===== src/rtl/stream_pattern_producer_pkg.sv =====
// Shared encodings for the stream pattern producer: pattern modes and FSM states.
package stream_gen_pkg;

  localparam logic [1:0] MODE_INCR  = 2'd0;
  localparam logic [1:0] MODE_LFSR  = 2'd1;
  localparam logic [1:0] MODE_CONST = 2'd2;

  typedef enum logic [1:0] {
    ST_IDLE = 2'd0,
    ST_SEND = 2'd1,
    ST_GAP  = 2'd2
  } state_t;

endpackage


===== src/rtl/stream_pattern_producer_if.sv =====
// Valid/ready stream bundle carrying data and burst framing.
interface stream_pattern_producer_if #(
  parameter int DATA_WIDTH = 32
) ();

  logic                  vld;
  logic                  rdy;
  logic [DATA_WIDTH-1:0] data;
  logic                  last;

  modport master (output vld, output data, output last, input rdy);
  modport slave  (input vld, input data, input last, output rdy);

endinterface


===== src/rtl/stream_pattern_producer_next.sv =====
// Combinational next-beat generator; shared between the producer and checker-side models.
module stream_gen_next
  import stream_gen_pkg::*;
#(
  parameter int DATA_WIDTH = 32
) (
  input  logic [1:0]            mode,
  input  logic [DATA_WIDTH-1:0] data,
  input  logic [DATA_WIDTH-1:0] step,
  input  logic [DATA_WIDTH-1:0] taps,
  output logic [DATA_WIDTH-1:0] nxt
);

  always_comb begin
    nxt = data + step;
    case (mode)
      MODE_LFSR:  nxt = data[0] ? ((data >> 1) ^ taps) : (data >> 1);
      MODE_CONST: nxt = data;
      default:    nxt = data + step;
    endcase
  end

endmodule


===== src/rtl/stream_pattern_producer.sv =====
// Burst-framed valid/ready pattern source with shadowed configuration and beat/burst status.
//
// state   | meaning
// IDLE    | no traffic; samples config and seed when en is high
// SEND    | vld high, beats advance on each handshake
// GAP     | vld low for gap_len cycles between bursts
module stream_pattern_producer
  import stream_gen_pkg::*;
#(
  parameter int                    DATA_WIDTH = 32,
  parameter int                    LEN_WIDTH  = 8,
  parameter int                    GAP_WIDTH  = 8,
  parameter int                    CNT_WIDTH  = 32,
  parameter logic [DATA_WIDTH-1:0] LFSR_TAPS  = 32'h80200003
) (
  input  logic                  clk,
  input  logic                  rst,
  input  logic                  en,
  input  logic [1:0]            mode,
  input  logic [DATA_WIDTH-1:0] step,
  input  logic [DATA_WIDTH-1:0] seed,
  input  logic [LEN_WIDTH-1:0]  burst_len,
  input  logic [GAP_WIDTH-1:0]  gap_len,
  stream_pattern_producer_if.master strm,
  output logic [CNT_WIDTH-1:0]  beat_count,
  output logic                  burst_done,
  output logic                  busy
);

  state_t                state_q, state_nxt;
  logic [1:0]            mode_q, mode_nxt;
  logic [DATA_WIDTH-1:0] step_q, step_nxt;
  logic [LEN_WIDTH-1:0]  blen_q, blen_nxt;
  logic [GAP_WIDTH-1:0]  glen_q, glen_nxt;
  logic [LEN_WIDTH-1:0]  idx_q, idx_nxt;
  logic [GAP_WIDTH-1:0]  gap_cnt_q, gap_cnt_nxt;
  logic [DATA_WIDTH-1:0] data_q, data_nxt, data_gen;
  logic                  vld_q, last_q;
  logic                  done_nxt;
  logic                  hs;
  logic [DATA_WIDTH-1:0] seed_first;

  assign strm.vld  = vld_q;
  assign strm.data = data_q;
  assign strm.last = last_q;

  assign hs = vld_q && strm.rdy;

  // LFSR mode cannot start from zero or it would lock up
  assign seed_first = ((mode == MODE_LFSR) && (seed == '0)) ? DATA_WIDTH'(1) : seed;

  stream_gen_next #(
    .DATA_WIDTH (DATA_WIDTH)
  ) u_next (
    .mode (mode_q),
    .data (data_q),
    .step (step_q),
    .taps (LFSR_TAPS),
    .nxt  (data_gen)
  );

  always_comb begin
    state_nxt   = state_q;
    mode_nxt    = mode_q;
    step_nxt    = step_q;
    blen_nxt    = blen_q;
    glen_nxt    = glen_q;
    idx_nxt     = idx_q;
    gap_cnt_nxt = gap_cnt_q;
    data_nxt    = data_q;
    done_nxt    = 1'b0;

    case (state_q)
      ST_IDLE: begin
        if (en) begin
          mode_nxt  = mode;
          step_nxt  = step;
          blen_nxt  = burst_len;
          glen_nxt  = gap_len;
          data_nxt  = seed_first;
          idx_nxt   = '0;
          state_nxt = ST_SEND;
        end
      end

      ST_SEND: begin
        if (hs) begin
          data_nxt = data_gen;
          if (last_q) begin
            idx_nxt  = '0;
            done_nxt = 1'b1;
            if (!en) begin
              state_nxt = ST_IDLE;
            end else if (glen_q == '0) begin
              state_nxt = ST_SEND;
            end else begin
              gap_cnt_nxt = glen_q - GAP_WIDTH'(1);
              state_nxt   = ST_GAP;
            end
          end else begin
            idx_nxt = idx_q + LEN_WIDTH'(1);
          end
        end
      end

      ST_GAP: begin
        if (gap_cnt_q == '0) begin
          state_nxt = en ? ST_SEND : ST_IDLE;
        end else begin
          gap_cnt_nxt = gap_cnt_q - GAP_WIDTH'(1);
        end
      end

      default: state_nxt = ST_IDLE;
    endcase
  end

  always_ff @(posedge clk or posedge rst) begin
    if (rst) begin
      state_q    <= ST_IDLE;
      mode_q     <= MODE_INCR;
      step_q     <= '0;
      blen_q     <= '0;
      glen_q     <= '0;
      idx_q      <= '0;
      gap_cnt_q  <= '0;
      data_q     <= '0;
      vld_q      <= 1'b0;
      last_q     <= 1'b0;
      burst_done <= 1'b0;
      busy       <= 1'b0;
      beat_count <= '0;
    end else begin
      state_q    <= state_nxt;
      mode_q     <= mode_nxt;
      step_q     <= step_nxt;
      blen_q     <= blen_nxt;
      glen_q     <= glen_nxt;
      idx_q      <= idx_nxt;
      gap_cnt_q  <= gap_cnt_nxt;
      data_q     <= data_nxt;
      vld_q      <= (state_nxt == ST_SEND);
      // burst_len of 0 wraps to all-ones, giving a full 2^LEN_WIDTH burst
      last_q     <= (state_nxt == ST_SEND) && (idx_nxt == (blen_nxt - LEN_WIDTH'(1)));
      burst_done <= done_nxt;
      busy       <= (state_nxt != ST_IDLE);
      if (hs) begin
        beat_count <= beat_count + CNT_WIDTH'(1);
      end
    end
  end

endmodule


===== src/flat_wrapper.sv =====
// flat-port wrapper written by rule: the top's interface ports become plain ports
module stream_pattern_producer_flat import stream_gen_pkg::*;
#(
  parameter int                    DATA_WIDTH = 32,
  parameter int                    LEN_WIDTH  = 8,
  parameter int                    GAP_WIDTH  = 8,
  parameter int                    CNT_WIDTH  = 32,
  parameter logic [DATA_WIDTH-1:0] LFSR_TAPS  = 32'h80200003
)
  (clk, rst, en, mode, step, seed, burst_len, gap_len, beat_count, burst_done, busy, strm_vld, strm_data, strm_last, strm_rdy);
  stream_pattern_producer_if #(.DATA_WIDTH(DATA_WIDTH)) strm_i ();
  input  logic clk;
  input  logic rst;
  input  logic en;
  input  logic [1:0] mode;
  input  logic [DATA_WIDTH-1:0] step;
  input  logic [DATA_WIDTH-1:0] seed;
  input  logic [LEN_WIDTH-1:0] burst_len;
  input  logic [GAP_WIDTH-1:0] gap_len;
  output logic [CNT_WIDTH-1:0] beat_count;
  output logic burst_done;
  output logic busy;
  output wire logic [$bits(strm_i.vld)-1:0] strm_vld;
  output wire logic [$bits(strm_i.data)-1:0] strm_data;
  output wire logic [$bits(strm_i.last)-1:0] strm_last;
  input wire logic [$bits(strm_i.rdy)-1:0] strm_rdy;
  assign strm_vld = strm_i.vld;
  assign strm_data = strm_i.data;
  assign strm_last = strm_i.last;
  assign strm_i.rdy = strm_rdy;
  stream_pattern_producer #(.DATA_WIDTH(DATA_WIDTH), .LEN_WIDTH(LEN_WIDTH), .GAP_WIDTH(GAP_WIDTH), .CNT_WIDTH(CNT_WIDTH), .LFSR_TAPS(LFSR_TAPS)) u_core (.clk(clk), .rst(rst), .en(en), .mode(mode), .step(step), .seed(seed), .burst_len(burst_len), .gap_len(gap_len), .strm(strm_i), .beat_count(beat_count), .burst_done(burst_done), .busy(busy));
endmodule

===== config.mk =====
export PLATFORM = sky130hd
export DESIGN_NAME = stream_pattern_producer_flat
export DESIGN_NICKNAME = d
export VERILOG_FILES = /design/src/rtl/stream_pattern_producer_pkg.sv /design/src/rtl/stream_pattern_producer_if.sv /design/src/rtl/stream_pattern_producer_next.sv /design/src/rtl/stream_pattern_producer.sv /design/src/flat_wrapper.sv
export SDC_FILE = /design/constraint.sdc
export NUM_CORES = 1
export LEC_CHECK = 0
export CORE_MARGIN = 1
export CORE_UTILIZATION = 55
export CTS_BUF_LIST = sky130_fd_sc_hd__clkbuf_4 sky130_fd_sc_hd__clkbuf_8
export DETAILED_ROUTE_END_ITERATION = 8
export GPL_ROUTABILITY_DRIVEN = 0
export GPL_TIMING_DRIVEN = 0
export PLACE_DENSITY = 0.84
export SKIP_CTS_REPAIR_TIMING = 1
export SLEW_MARGIN = 20
export SYNTH_ARGS = -nofsm -noshare
export SYNTH_HDL_FRONTEND = slang
export SYNTH_SLANG_ARGS = --single-unit

===== constraint.sdc =====
create_clock -name clk -period 5.22 [get_ports clk]
set_input_delay 1.044 -clock clk [delete_from_list [all_inputs] [get_ports clk]]
set_output_delay 1.044 -clock clk [all_outputs]
set_load 0.03 [all_outputs]

# Word-level counts from Yosys, hierarchy flattened
# Cells that the tools add are included.
# classes
n_addsub,6
n_eq_ne,14
mux,29
bitwise,1
reduce_logical,13
# ops
operator,count
two-way mux 32 bit,4
one-hot mux 32 bit (2 select lines),2
two-way mux 8 bit,10
adder 32 x 1 -> 32 bit (second input constant),1
adder 32 bit,1
zero test 32 bit,1
one-hot mux 8 bit (2 select lines),2
subtractor 8 x 1 -> 8 bit (second input constant),3
zero test 8 bit,2
two-way mux 2 bit,6
!= test 2 bit (second input constant),5
adder 8 x 1 -> 8 bit (second input constant),1
== test 2 x 1 -> 1 bit (second input constant),4
== test 8 bit,1
one-hot mux 2 bit (3 select lines),1
AND reduction 6 bit,1
nonzero test 2 bit,3
== test 2 bit (second input constant),2
two-way mux 1 bit,4
!= test 2 x 1 -> 1 bit (second input constant),2
inverter 3 -> 4 bit,1
AND reduction 4 bit,1
logical AND 1 bit,3
zero test 2 bit,1
AND reduction 2 bit,1
# word_totals
ff_bits,136
in_bits,86
out_inout_bits,68

# Logic depth before layout (Yosys ltp)
# logic_depth
depth_word,8
ltp_mapped,10

# Cells and area by module
# From an unflattened synthesis, not the netlist that was laid out.
# hier_totals
hier_cells,1041
area_unflattened_um2,9317.7
# by_module_without_submodules
module,n_inst,cells_each,area_per_inst_um2
stream_pattern_producer,1,616,6449.9
stream_gen_next,1,425,2867.8

# Least setup slack after synthesis
# Ideal clock, no wire load.
# synth_timing
path_type,input-to-reg
startpoint,input port en
endpoint,"register u_core.last_q, in the netlist u_core.strm.last"
arrival_ns,2.965
path_slack_ns,2.154
path_stages,9
path_cell_list,nor3b_2 > buf_6 > mux2i_2 > ha_1 > o21ai_0 > xnor2_1 > xnor2_1 > or4_1 > nor4_1
# synth_between
elab_chain_len,6
elab_cells_between_ends,15
classes_between,1 x add/sub; 2 x eq/ne; 11 x mux; 1 x reduce/logical
# synth_rtl
element,line_no,source
start: declaration,flat_wrapper.sv:14,input logic en;
branches (longest 5 deep; another with subtractor 8 x 1 -> 8 bit),-,
logical AND 1 bit (*),stream_pattern_producer.sv:144,last_q <= (state_nxt == ST_SEND) && (idx_nxt == (blen_nxt - LEN_WIDTH'(1)));
end signal: assignment,stream_pattern_producer.sv:144,
end: declaration,stream_pattern_producer.sv:38,"logic vld_q, last_q;"
# Every way passes the cells marked *.
# A chain may end at the register's enable or synchronous reset.

# Worst setup path in the final report
# layout_timing
startpoint,input port strm_rdy
endpoint,"register u_core.data_q[30], in the netlist u_core.strm.data[30]"
# layout_between
elab_chain_len,3
# layout_rtl
element,line_no,source
start: declaration,flat_wrapper.sv:26,input wire logic [$bits(strm_i.rdy)-1:0] strm_rdy;
logical AND 1 bit,stream_pattern_producer.sv:47,assign hs = vld_q && strm.rdy;
!= test 2 x 1 -> 1 bit (no line),-,
AND reduction 4 bit (no line),-,
end signal: assignment,stream_pattern_producer.sv:141,data_q <= data_nxt;
end: declaration,stream_pattern_producer.sv:37,"logic [DATA_WIDTH-1:0] data_q, data_nxt, data_gen;"
# No other way between the ends.

==> results.ini <==
[outcome]
status=finished clean

[pwr]
clkPwrFrac_pct=11.3
total_power_mw=7.330
power_density_nw_per_um2=704.1
internal-power_mw=3.860
comb_power_share_pct=62.9
swShare_pct=47.34
p_switching_mw=3.470
leakage_nw=4.375
ir_drop_mv=0.4280
seq_power_share_pct=25.7

[worst_setup_path]
slowest_delay_ps=490
path_delay_family=simple AND/OR/NAND/NOR gates
reg2reg_depth=10
path_max_fanout=10
critPathCaptureType=register
slowest_stage=clkdlybuf4s50_1
worstSetupPathType=primary input to register
worst_ep_arrival_time_ps=4060
start_kind=primary input
critPathBufInv=3
cp.required_ps=5560
crit_cells=11
crit_path_cell_trace=clkdlybuf4s50_1, and2_1, buf_4, o21ai_0, a21o_1, clkbuf_1, nor2_1, nand2_1, or3_1, a221o_1, and3_1

[die]
dieHeight_um=124.4
die_w_um=124.4
rows=44
dieArea_um2=15470
initial_core_util_pct=56.47
ios=154
core-area_um2=14590

[synthesis]
post-synth-top-area-fraction_pct=41.31
yosys.area_share.adder_pct=5.559
synth_cell_type_count=66
synthTopCellsByArea=dfrtp_1, mux2_2, ha_1, xnor2_1, nand2_1
synth_largest_area_cell=dfrtp_1
synthCells=867
ys_warn_count=0
ys_ff_latch=136
synth_ff_type=dfrtp_1
synth-compound-area-share_pct=17.04
synth_nets=989
avgSynthCellArea_um2=9.502
synth_xor_xnor_area_share_pct=7.549
synth_edf_count=0
synth_top_family_by_area=simple AND/OR/NAND/NOR gates
synthSimpleGateAreaFrac_pct=17.09
synthArstFlopShare_pct=100.0
ys_seq_area_share_pct=41.31
synth_mux_area_share_pct=8.080
syn_area_um2=8238

[clock_tree]
ctsHtreeMaxLevel=4
clockBufferDepth=2
cts.clk_slew.worst_paths_ps=80
cts_buffers=17
cts-root-buf=clkbuf_8
insertion_delay_ps=460
clock_sinks=136
cts_tree=done

[global_route]
grt_antenna_before_repair=0
grt_max_degree=93
grt_pass1_wl_um=35600
grt_pass1_vias=7208
gr-total-overflow=0
gr-usage-all-layers_pct=28.51

[timing]
slew_viol_final=0
min_period_ps=3720
setup_slack_ps=1500
tightest_slew_ps=716.8
max_freq_mhz=268.8
tns_ps=0
skew_ps=12.58
relSlewSlack_pct=52.03
setup_viol=0
grt_setup_unrepaired=false
finalCritPeriodShare_pct=71.26
hold_viol_final=0

[routing]
postRouteAntennaNets=0
drt_iter0_markers=600
route.final.wire_length_um=21700
viasPerCell=6.063
vias=7500
drc=0
routedWlPerCell_um=17.54
first_pass_iters=6

[place]
io_buffer_count=153
place_ws_ps=1174
dpl_cell_area_um2=10030
hpwl_um=16110

[layout]
post-route-util_pct=71.36
diodes=0
drive_above_1_share_pct=9.972
final_common_cell=clkdlybuf4s50_1
syn_to_final_growth_pct=26.38
stdcell_area_um2=10410
fill_cells=1116
nets=1162
final_cell_mix=clkdlybuf4s50_1, dfrtp_1, nand2_1

[flow_run]
max-cap-violations=0

[worst_hold_path]
whs_path_depth=1
min-delay-path-class=register to register

## metrics by stage
stage | hold slack, ps | std cells
detailed placement | 476.9 | 1205
global route | 525.4 | 1237
floorplan | 459.6 | 867
global placement | 455.3 | 1204
CTS | 491.6 | 1237
finish | 492.0 | 1237
## cell type report
cell class / instances / area (µm²) / area share (%)
Inverter: 22 / 90.09 / 0.8653
Clock buffer: 20 / 275.3 / 2.644
Multi-Input combinational cell: 669 / 4557 / 43.77
Clock inverter: 12 / 101.3 / 0.9734
Tap cell: 184 / 230.2 / 2.211
Sequential cell: 136 / 3403 / 32.69
Buffer: 40 / 195.2 / 1.875
Timing Repair Buffer: 154 / 1559 / 14.97
## synth_stat cells, drive strengths merged (7+ instances only)
cell,count
nor3,19
xor2,21
nand4,16
a211oi,8
nor4,11
or3,10
o22ai,7
ha,35
buf,14
nand2,90
o21bai,9
nor2b,10
nand3,27
o211ai,11
a21o,9
clkbuf,26
and3,16
xnor2,50
dfrtp,136
inv,22
o31ai,11
mux2,46
mux2i,14
a21oi,49
a31oi,11
nor2,65
o21ai,64
a221o,7
## layer usage
| metal | routed length [µm] | track usage [%] | up-vias |
|---|---|---|---|
| li1 | - | - | 3505 |
| met1 | 9189 | 37.88 | 3597 |
| met2 | 10260 | 45.73 | 356 |
| met3 | 1793 | 5.971 | 42 |
| met4 | 455 | 10.84 | 0 |
| met5 | 0 | 0 | - |
## worst reg2reg max path, delay by kind of cell, from the launching register on
family,cells,cell delay (ps)
simple gates,4,1300
compound gates,4,1100
fa+ha+maj,2,650
flops,1,410
## worst paths after layout
check                                                   from                                end  slack (ps)
min                        u_core.beat_count[14]$_DFFE_PP0N_  u_core.beat_count[14]$_DFFE_PP0N_         490
min in group asynchronous                                rst    u_core.strm.data[5]$_DFFE_PP0P_         980
max reg2reg                  u_core.strm.data[0]$_DFFE_PP0P_   u_core.strm.data[30]$_DFFE_PP0P_        1650
max in group asynchronous                                rst              u_core.busy$_DFF_PP0_        3500
max                                                 strm_rdy   u_core.strm.data[30]$_DFFE_PP0P_        1500
min reg2reg                u_core.beat_count[14]$_DFFE_PP0N_  u_core.beat_count[14]$_DFFE_PP0N_         490
## state kept, by name, summed over array words and instances, names as in the netlist
register,flops
u_core.gap_cnt_q,8
u_core.blen_q,8
u_core.strm.last,1
u_core.strm.data,32
u_core.idx_q,8
u_core.burst_done,1
u_core.step_q,32
u_core.mode_q,2
u_core.busy,1
u_core.glen_q,8
u_core.beat_count,32
u_core.strm.vld,1
u_core.state_q,2
## power by group through the flow
stage | Sequential [mW] | Combinational, mW | Clock (mW)
after floorplan | 2.07 | 3.09 | 0
final | 1.89 | 4.61 | 0.832
after CTS | 1.88 | 4.55 | 0.840
after global routing | 1.94 | 5.05 | 0.887
after global placement | 1.89 | 4.38 | 0
after detailed placement | 1.90 | 4.51 | 0
## cell families (layout without fill, tap and decap cells)
group | count (synthesis) | after routing
AO/OA/AOI/OAI | 214 | 214
buffers and inverters | 62 | 248
AND/OR/NAND/NOR | 288 | 288
flip-flops | 136 | 136
multiplexers | 60 | 60
adder cells (fa/ha/maj) | 36 | 36
XOR/XNOR | 71 | 71
Note: power is estimated with default switching activity, not from simulation.
